File: src/rtl/mmio_bus_arbiter_pkg.sv
// Shared types and constants for the two-master MMIO arbiter.
// Imported by the arbiter top; the picker is stand-alone combinational logic.
package mmio_bus_arbiter_pkg;

    typedef enum logic [1:0] {
        ST_IDLE = 2'd0,
        ST_BUSY = 2'd1,
        ST_DONE = 2'd2
    } arb_state_t;

    localparam logic [31:0] DEFAULT_ERR_RDATA = 32'hDEADBEEF;

    // Request fields captured at grant time and held for the whole transfer.
    typedef struct packed {
        logic        write;
        logic [31:0] addr;
        logic [31:0] wdata;
        logic [3:0]  wstrb;
    } mmio_req_t;

    function automatic logic [7:0] sat_inc8(input logic [7:0] v);
        return (v == 8'hFF) ? v : v + 8'd1;
    endfunction

endpackage

File: src/rtl/mmio_bus_arbiter_if.sv
// MMIO valid/ready bus. The err line runs only from the arbiter to its
// masters; the peripheral never drives it, so the master modport omits it.
interface mmio_bus_arbiter_if;
    logic        valid;
    logic        write;
    logic [31:0] addr;
    logic [31:0] wdata;
    logic [3:0]  wstrb;
    logic [31:0] rdata;
    logic        ready;
    logic        err;

    modport master (
        output valid, write, addr, wdata, wstrb,
        input  rdata, ready
    );

    modport slave (
        input  valid, write, addr, wdata, wstrb,
        output rdata, ready, err
    );
endinterface

File: src/rtl/mmio_rr_pick2.sv
// Combinational 2-way round-robin picker: a lone requester wins outright,
// a tie goes to the master that did not win last time.
module mmio_rr_pick2 (
    input  logic [1:0] req,
    input  logic       last_grant,
    output logic       gnt_valid,
    output logic       gnt_id
);

    always_comb begin
        // NOTE: every output gets a default first so no path can infer a latch.
        gnt_valid = |req;
        gnt_id    = 1'b0;
        case (req)
            2'b01:   gnt_id = 1'b0;
            2'b10:   gnt_id = 1'b1;
            2'b11:   gnt_id = ~last_grant;
            default: gnt_id = 1'b0;
        endcase
    end

endmodule

File: src/rtl/mmio_bus_arbiter.sv
// Two-master round-robin arbiter in front of a single MMIO slave, one
// transfer in flight, with a slave-side timeout that answers with an error.
module mmio_bus_arbiter
    import mmio_bus_arbiter_pkg::*;
#(
    parameter int unsigned TIMEOUT_CYCLES = 4096,
    parameter logic [31:0] ERR_RDATA      = DEFAULT_ERR_RDATA
) (
    input  logic                      clk,
    input  logic                      resetn,
    mmio_bus_arbiter_if.slave         m0,
    mmio_bus_arbiter_if.slave         m1,
    mmio_bus_arbiter_if.master        s,
    output logic                      grant_id,
    output logic                      busy,
    output logic [7:0]                timeout_count
);

    localparam int unsigned      CNT_W    = $clog2(TIMEOUT_CYCLES);
    localparam logic [CNT_W-1:0] CNT_LAST = CNT_W'(TIMEOUT_CYCLES - 1);

    arb_state_t       state;
    mmio_req_t        req_q;
    mmio_req_t        pick_req;
    logic             s_valid_q;
    logic             grant_q;
    logic             last_grant;
    logic             busy_q;
    logic [CNT_W-1:0] tmo_cnt;
    logic [7:0]       tmo_total;
    logic [1:0]       ready_q;
    logic [1:0]       err_q;
    logic [31:0]      rdata_q [2];
    logic             gnt_valid;
    logic             gnt_id;

    mmio_rr_pick2 u_pick (
        .req        ({m1.valid, m0.valid}),
        .last_grant (last_grant),
        .gnt_valid  (gnt_valid),
        .gnt_id     (gnt_id)
    );

    always_comb begin
        pick_req = '0;
        if (gnt_id) begin
            pick_req = '{write: m1.write, addr: m1.addr, wdata: m1.wdata, wstrb: m1.wstrb};
        end else begin
            pick_req = '{write: m0.write, addr: m0.addr, wdata: m0.wdata, wstrb: m0.wstrb};
        end
    end

    always_ff @(posedge clk) begin
        // NOTE: non-blocking throughout so every register samples pre-edge values.
        if (!resetn) begin
            state      <= ST_IDLE;
            req_q      <= '0;
            s_valid_q  <= 1'b0;
            grant_q    <= 1'b0;
            last_grant <= 1'b1;
            busy_q     <= 1'b0;
            tmo_cnt    <= '0;
            tmo_total  <= '0;
            ready_q    <= '0;
            err_q      <= '0;
            // NOTE: the two response-data words are reset like any other
            // register because they drive module outputs directly.
            for (int i = 0; i < 2; i++) begin
                rdata_q[i] <= '0;
            end
        end else begin
            ready_q <= '0;
            err_q   <= '0;
            case (state)
                ST_IDLE: begin
                    if (gnt_valid) begin
                        state      <= ST_BUSY;
                        req_q      <= pick_req;
                        s_valid_q  <= 1'b1;
                        grant_q    <= gnt_id;
                        last_grant <= gnt_id;
                        busy_q     <= 1'b1;
                        tmo_cnt    <= '0;
                    end
                end
                ST_BUSY: begin
                    // A slave ack in the expiry cycle still counts as success.
                    if (s.ready) begin
                        state            <= ST_DONE;
                        s_valid_q        <= 1'b0;
                        ready_q[grant_q] <= 1'b1;
                        rdata_q[grant_q] <= req_q.write ? 32'h0 : s.rdata;
                    end else if (tmo_cnt == CNT_LAST) begin
                        state            <= ST_DONE;
                        s_valid_q        <= 1'b0;
                        ready_q[grant_q] <= 1'b1;
                        err_q[grant_q]   <= 1'b1;
                        rdata_q[grant_q] <= req_q.write ? 32'h0 : ERR_RDATA;
                        tmo_total        <= sat_inc8(tmo_total);
                    end else begin
                        tmo_cnt <= tmo_cnt + 1'b1;
                    end
                end
                ST_DONE: begin
                    state  <= ST_IDLE;
                    busy_q <= 1'b0;
                end
                default: begin
                    state     <= ST_IDLE;
                    s_valid_q <= 1'b0;
                    busy_q    <= 1'b0;
                end
            endcase
        end
    end

    assign s.valid       = s_valid_q;
    assign s.write       = req_q.write;
    assign s.addr        = req_q.addr;
    assign s.wdata       = req_q.wdata;
    assign s.wstrb       = req_q.wstrb;

    assign m0.ready      = ready_q[0];
    assign m0.err        = err_q[0];
    assign m0.rdata      = rdata_q[0];
    assign m1.ready      = ready_q[1];
    assign m1.err        = err_q[1];
    assign m1.rdata      = rdata_q[1];

    assign grant_id      = grant_q;
    assign busy          = busy_q;
    assign timeout_count = tmo_total;

endmodule

File: src/flat_wrapper.sv
// flat-port wrapper written by rule: the top's interface ports become plain ports
module mmio_bus_arbiter_flat import mmio_bus_arbiter_pkg::*;
#(
    parameter int unsigned TIMEOUT_CYCLES = 4096,
    parameter logic [31:0] ERR_RDATA      = DEFAULT_ERR_RDATA
)
  (clk, resetn, grant_id, busy, timeout_count, m0_valid, m0_write, m0_addr, m0_wdata, m0_wstrb, m0_rdata, m0_ready, m0_err, m1_valid, m1_write, m1_addr, m1_wdata, m1_wstrb, m1_rdata, m1_ready, m1_err, s_valid, s_write, s_addr, s_wdata, s_wstrb, s_rdata, s_ready);
  mmio_bus_arbiter_if m0_i ();
  mmio_bus_arbiter_if m1_i ();
  mmio_bus_arbiter_if s_i ();
  input  logic clk;
  input  logic resetn;
  output logic grant_id;
  output logic busy;
  output logic [7:0] timeout_count;
  input wire logic [$bits(m0_i.valid)-1:0] m0_valid;
  input wire logic [$bits(m0_i.write)-1:0] m0_write;
  input wire logic [$bits(m0_i.addr)-1:0] m0_addr;
  input wire logic [$bits(m0_i.wdata)-1:0] m0_wdata;
  input wire logic [$bits(m0_i.wstrb)-1:0] m0_wstrb;
  output wire logic [$bits(m0_i.rdata)-1:0] m0_rdata;
  output wire logic [$bits(m0_i.ready)-1:0] m0_ready;
  output wire logic [$bits(m0_i.err)-1:0] m0_err;
  input wire logic [$bits(m1_i.valid)-1:0] m1_valid;
  input wire logic [$bits(m1_i.write)-1:0] m1_write;
  input wire logic [$bits(m1_i.addr)-1:0] m1_addr;
  input wire logic [$bits(m1_i.wdata)-1:0] m1_wdata;
  input wire logic [$bits(m1_i.wstrb)-1:0] m1_wstrb;
  output wire logic [$bits(m1_i.rdata)-1:0] m1_rdata;
  output wire logic [$bits(m1_i.ready)-1:0] m1_ready;
  output wire logic [$bits(m1_i.err)-1:0] m1_err;
  output wire logic [$bits(s_i.valid)-1:0] s_valid;
  output wire logic [$bits(s_i.write)-1:0] s_write;
  output wire logic [$bits(s_i.addr)-1:0] s_addr;
  output wire logic [$bits(s_i.wdata)-1:0] s_wdata;
  output wire logic [$bits(s_i.wstrb)-1:0] s_wstrb;
  input wire logic [$bits(s_i.rdata)-1:0] s_rdata;
  input wire logic [$bits(s_i.ready)-1:0] s_ready;
  assign m0_i.valid = m0_valid;
  assign m0_i.write = m0_write;
  assign m0_i.addr = m0_addr;
  assign m0_i.wdata = m0_wdata;
  assign m0_i.wstrb = m0_wstrb;
  assign m0_rdata = m0_i.rdata;
  assign m0_ready = m0_i.ready;
  assign m0_err = m0_i.err;
  assign m1_i.valid = m1_valid;
  assign m1_i.write = m1_write;
  assign m1_i.addr = m1_addr;
  assign m1_i.wdata = m1_wdata;
  assign m1_i.wstrb = m1_wstrb;
  assign m1_rdata = m1_i.rdata;
  assign m1_ready = m1_i.ready;
  assign m1_err = m1_i.err;
  assign s_valid = s_i.valid;
  assign s_write = s_i.write;
  assign s_addr = s_i.addr;
  assign s_wdata = s_i.wdata;
  assign s_wstrb = s_i.wstrb;
  assign s_i.rdata = s_rdata;
  assign s_i.ready = s_ready;
  mmio_bus_arbiter #(.TIMEOUT_CYCLES(TIMEOUT_CYCLES), .ERR_RDATA(ERR_RDATA)) u_core (.clk(clk), .resetn(resetn), .m0(m0_i), .m1(m1_i), .s(s_i), .grant_id(grant_id), .busy(busy), .timeout_count(timeout_count));
endmodule
File: config.mk
export PLATFORM = sky130hd
export DESIGN_NAME = mmio_bus_arbiter_flat
export DESIGN_NICKNAME = d
export VERILOG_FILES = /design/src/rtl/mmio_bus_arbiter_pkg.sv /design/src/rtl/mmio_bus_arbiter_if.sv /design/src/rtl/mmio_rr_pick2.sv /design/src/rtl/mmio_bus_arbiter.sv /design/src/flat_wrapper.sv
export SDC_FILE = /design/constraint.sdc
export NUM_CORES = 1
export LEC_CHECK = 0
export CORE_UTILIZATION = 25
export CTS_CLUSTER_DIAMETER = 200
export DETAILED_ROUTE_END_ITERATION = 12
export GPL_ROUTABILITY_DRIVEN = 0
export PLACE_DENSITY = 0.62
export SLEW_MARGIN = 20
export SYNTH_ARGS = -nofsm -noshare
export SYNTH_HDL_FRONTEND = slang
export SYNTH_HIERARCHICAL = 1
export SYNTH_SLANG_ARGS = --single-unit
File: constraint.sdc
create_clock -name clk -period 2.79 [get_ports clk]
set_input_delay 0.558 -clock clk [delete_from_list [all_inputs] [get_ports clk]]
set_output_delay 0.558 -clock clk [all_outputs]
set_load 0.005 [all_outputs]
Word level (Yosys, flattened, before mapping). Memory sizes are Yosys's and may differ from the RTL's. Cells that the tools add are included.

Bits in registers: 99. RAM bits: 64. Word-level logic and storage cells: 83. Memories kept: 1. Bits of input ports: 175. Output and inout bits: 148.

Reductions and logical operators: 13. $add $sub $neg: 2. $lt $le $gt $ge: 2. Equality and inequality tests: 10. Muxes and demuxes: 35. Bitwise operators: 7.

Memory list: u_core.rdata_q (words 2, width 32, rd ports 2, clocked after Yosys merged registers in 0, wr ports 2, line mmio_bus_arbiter.sv:33) `logic [31:0] rdata_q [2];`.

Operators by type and width (number): $mux W32 (4); $mux W69 (1); $mux W12 (3); $reduce_or A32 Y1 (1); $pmux W12 S2 (1); $mux W1 (16); $add A12 B1 Y12 const B (1); $eq A12 B12 Y1 const B (1); $mux W2 (5); $add A8 B1 Y8 const B (1); $eq A8 B8 Y1 const B (1); $reduce_and A2 Y1 (4); $reduce_and A4 Y1 (2); $eq A2 B2 Y1 const B (3); $not A1 Y1 (6); $ne A2 B2 Y1 const B (2); $pmux W1 S2 (2); $pmux W2 S2 (1); $ne A3 B2 Y1 const B (1); $pmux W1 S3 (1); $reduce_and A3 Y1 (1); $reduce_or A3 Y1 (1); $eq A2 B1 Y1 const B (1); $logic_not A2 Y1 (1); 8 further kinds (8).

Depth between registers and ports, before layout.
Word-level depth: 9. Mapped depth: 7. Mapped depth without buffers: 6.

By module. The synthesis kept the hierarchy.

By module, submodules not included: mmio_bus_arbiter (cells each 655, sequential area each 3903.7 sq um, area an instance 7076.8 sq um, instances 1); mmio_rr_pick2 (cells each 2, sequential area each 0.0 sq um, area an instance 13.8 sq um, instances 1).

Worst setup path before layout. Ideal clock, no wire load.

Path kind: reg2reg. From: register u_core.tmo_cnt[0]. To: memory u_core.rdata_q[0][0] (enable). Arrival time: 2.245 ns. Clock period less this slack: 2.635 ns. Stages on the path, launching flop included: 8. Path buffers: 2. Path slack: 0.155 ns. Cell sequence: dfxtp_1 -> ha_1 -> and3_1 -> and4_4 -> buf_6 -> o2111ai_4 -> buf_6 -> nand2_1.

RTL lines: start: declaration (line mmio_bus_arbiter.sv:29) `logic [CNT_W-1:0] tmo_cnt;`; start signal: assignment (line mmio_bus_arbiter.sv:101) `tmo_cnt <= tmo_cnt + 1'b1;`; end: declaration (line mmio_bus_arbiter.sv:33).

==> results by stage <==
STA:
- Across the routed clock network, the largest skew measured is 10.5 ps.
- The number of pins with negative max-slew slack in the final report is 0.
- The final critical path takes up 87.3% of the cycle.
- The top achievable clock speed is 0.410 GHz.
- Setup violations remaining at the end of the flow were counted as 0.
- Measured against its own limit, the worst slew margin works out to 52.6%.
- The sum of negative setup slack is 0 ps.
- The time the final worst path needs with I/O delays and setup is 2440 ps.
- Setup repair after global routing left no endpoint under its margin.
- The number of hold-slack violations in the final timing report is 0.
- For the pin with the worst max-slew slack, the measured transition is 706 ps.

Route:
- For this run, design rule violations remaining after detail routing come to 0.
- The routed length per placed instance is 16.1 um.
- The overall via count from detail_route is 6282.
- The detail route stage leaves a number of antenna-violating nets equal to 0.
- The final layout contains routed wiring with a total length of 21900 um.
- The per-cell via count in the routed design is 4.62.
- After the first detailed-routing iteration, the DRC count stood at 309.
- The first detailed-routing pass took 5 iterations.

GRT:
- Entering global routing, the biggest net connects 86 pins.
- The total routing resource utilization after global routing is 14.8%.
- The remaining global-route overflow is 0.
- The initial antenna violation count is 1.
- The via count of the first global-routing pass is 5953.
- The first-pass GRT wire length is 32900 um.

Finish:
- The layout overhead on the synthesized area is 62.0%.
- The combined flip-flop and latch cell area is 3910 um^2.
- The number of standard cells in the final layout excluding fillers is 1361.
- Summing all multi-input logic gate instances after layout gives 2930 um^2.
- The number of antenna cells inserted is 0.
- The final-stage net count is 1147.
- The post-route cell area is 11500 um^2.
- The count of fill cells added during filler insertion is 2642.
- The fraction of layout cells with a size suffix above 1 is 9.26%.

Placed design:
- The wire-length estimate of the detail-placed layout is 15900 um.
- In this run the cell area measured after placement is 10900 um^2.
- The count of input and output buffers is 322.
- The placed cell count is 1329.

Clocking:
- The deepest clock path buffer count is 2.
- The number of H-tree branching levels is 4.
- The post-CTS setup repair buffer count is 0.
- The clock network latency to the later pin of the worst-skew pair is 420 ps.
- In this run, post-CTS repair resized a total of 0 instances.
- The number of buffers inserted for hold repair after clock tree synthesis is 0.
- The clock slew at the register clock pins of the worst setup and hold paths is 80 ps.
- The clock root buffer is sky130_fd_sc_hd__clkbuf_16.
- The CTS sink count is 163.
- The TritonCTS clock tree is yes.
- The number of CTS-inserted buffers is 17.

Worst hold path:
- The worst min-delay path startpoint is u_core/busy$_SDFFE_PN0P_.
- The worst hold path belongs to the class reg2reg.

Setup path:
- By startpoint and endpoint, the worst setup path is classified as reg2reg.
- Data on the critical path is required at its endpoint by 2970 ps.
- Of all nets on the critical path, the largest fanout is 25.
- The critical path capture point type is a register.
- The worst setup path is launched from a register.
- STA puts the critical path data arrival time at 2620 ps.
- Tracing the worst setup path back leads to its startpoint at u_core/tmo_cnt[0]$_SDFFE_PN0P_.
- The startpoint of the worst register-to-register path is u_core/tmo_cnt[0]$_SDFFE_PN0P_.

Synthesis:
- The most frequently used cell type in the post-synthesis netlist is sky130_fd_sc_hd__dfxtp_1.
- After synthesis, the largest area contributor takes up 28.0% of total cell area.
- Summing every instance area after synthesis gives 7090 um^2.
- The async set-reset flop share out of synthesis is 0%.
- By count the netlist is led by 99 x sky130_fd_sc_hd__dfxtp_1, 76 x sky130_fd_sc_hd__a211oi_1, 76 x sky130_fd_sc_hd__mux2i_1.
- Yosys mapped a number of flops with a built-in enable equal to 64.
- The flop and latch count out of synthesis is 163.
- The most used flip-flop cell after synthesis is sky130_fd_sc_hd__dfxtp_1.
- The number of instances in the synthesized netlist is 657.
- The share of the yosys chip area belonging to registers is 55.1%.
- sky130_fd_sc_hd__dfxtp_1 takes more of the synthesized area than any other cell.
- Yosys printed 6 warnings.
- The mean area per synthesized cell is 10.8 um^2.
- The count of unique library cells instantiated by Yosys is 49.
- After synthesis, the cell types taking the most area are sky130_fd_sc_hd__dfxtp_1 28%, sky130_fd_sc_hd__edfxtp_1 27%, sky130_fd_sc_hd__mux2i_1 11%, sky130_fd_sc_hd__a211oi_1 8.0%, sky130_fd_sc_hd__nor2_1 3.9%.
- The net count after synthesis is 834.

Floorplanning:
- The starting density of the core is 25.5%.
- From bottom edge to top edge, the die measures 170 um.
- In this run the horizontal extent of the chip is 170 um.
- The floorplan has 61 rows.
- The I/O pin count is 323.
- The standard cell core area is 27900 um^2.
- The area of the die is 29000 um^2.

Power:
- The power per unit of standard cell area is 552 nW/um^2.
- The worst-case IR drop observed on VDD is 0.307 mV.
- The leakage dissipation is 0.00414 uW.

Run:
- The max capacitance violation total is 0.

Outcome:
- The flow ran to the end, and the final reports show no timing, DRC or antenna violations.
[final timing paths]
| kind | to | slack, ps | cells after the start |
|---|---|---|---|
| setup reg to reg | u_core/rdata_q[0][24]$_SDFFCE_PN0P_ | 350 | 6 |
| hold / removal | u_core/busy$_SDFFE_PN0P_ | 490 | 2 |
| setup / recovery | u_core/rdata_q[0][24]$_SDFFCE_PN0P_ | 350 | 6 |
| hold reg to reg | u_core/busy$_SDFFE_PN0P_ | 490 | 2 |
[critical path, stage by stage (launching register included)]
cell and delay (ps):
sky130_fd_sc_hd__dfxtp_1 410, sky130_fd_sc_hd__ha_1 230, sky130_fd_sc_hd__and3_1 270, sky130_fd_sc_hd__and4_4 320
sky130_fd_sc_hd__buf_4 310, sky130_fd_sc_hd__a31oi_2 340, sky130_fd_sc_hd__and3_1 310
[state kept, by name, summed over array words and instances, names as in the netlist, 2 cells and up]
signal                count
u_core/rdata_q           64
u_core/s.addr            32
u_core/s.wdata           32
u_core/tmo_cnt           12
u_core/timeout_count      8
u_core/s.wstrb            4
u_core/err_q              2
u_core/ready_q            2
u_core/state              2
[routing by layer]
layer  track usage [%]  part of all wire [%]  vias to the layer above  routed length [um]
met5                 0                 0.037                        -                   8
met1              18.3                    42                     2898                9220
met4              3.17                  0.69                        2                 150
met2              24.7                    48                      281               10500
li1                  -                     -                     3090                   -
met3              5.00                   8.9                       11                1940
[report_power, final]
part / total (uW) / leakage [uW] / switching [uW] / internal [uW]
combinational: 1220 / 0.00236 / 502 / 719
sequential: 2740 / 0.00148 / 98.4 / 2650
clock: 2370 / 0.000297 / 1150 / 1220
[placed cells by master, fill, tap and decap left out, types with 2 or more instances in the layout]
cell type                           n
sky130_fd_sc_hd__nor2b_1            2
sky130_fd_sc_hd__clkinv_8           5
sky130_fd_sc_hd__inv_8              6
sky130_fd_sc_hd__mux2i_1           76
sky130_fd_sc_hd__ha_1               2
sky130_fd_sc_hd__nand2_1           26
sky130_fd_sc_hd__inv_2              2
sky130_fd_sc_hd__a21oi_1           31
sky130_fd_sc_hd__o21ai_0            7
sky130_fd_sc_hd__a211oi_1          76
sky130_fd_sc_hd__nor4_1             5
sky130_fd_sc_hd__clkbuf_16         17
sky130_fd_sc_hd__dfxtp_1           98
sky130_fd_sc_hd__nand4_1            6
sky130_fd_sc_hd__nor2_1            72
sky130_fd_sc_hd__clkdlybuf4s50_1  322
sky130_fd_sc_hd__buf_4             19
sky130_fd_sc_hd__nand3_1           11
sky130_fd_sc_hd__clkinv_4           4
sky130_fd_sc_hd__edfxtp_1          64
sky130_fd_sc_hd__inv_1              5
sky130_fd_sc_hd__nor3_2            19
sky130_fd_sc_hd__or3_1              5
sky130_fd_sc_hd__and3_1            20
sky130_fd_sc_hd__buf_12             9
sky130_fd_sc_hd__nor3_1            34
sky130_fd_sc_hd__and4_1             2
sky130_fd_sc_hd__a31oi_1            2
sky130_fd_sc_hd__nand2b_1           8
sky130_fd_sc_hd__o22ai_1            4
sky130_fd_sc_hd__o32ai_1            2
[logic make-up (layout without fill, tap and decap cells)]
family	after synthesis	in the layout	share of synthesized area, %
buffers and inverters	63	389	3.95
muxes	76	76	10.7
and+or+nand+nor	220	220	16.7
AOI/OAI and AO/OA	132	132	13.1
xor gates and xnor gates	1	1	0.124
DFF	163	163	55.1
adders and majority gates	2	2	0.353
[through the flow]
step	hold slack (ps)	utilization (%)	setup WS, ps	power [uW]
after floorplan	450	-	155	3250
after global placement	482	39.0	350	4020
after detailed placement	490	39.0	216	4030
after CTS	501	41.2	394	6440
after global routing	518	41.2	182	6650
final	492	41.2	353	6340
[final cells by class]
type                       instances  share of cell area, %
sequential                       163                   34.0
timing repair buffer             350                   30.9
multi-input combinational        431                   25.5
tap                              378                   4.12
clock buffer                      17                   3.70
clock inverter                    15                   1.60
inverter                           7                  0.229
Power figures use the tool's default switching activity.
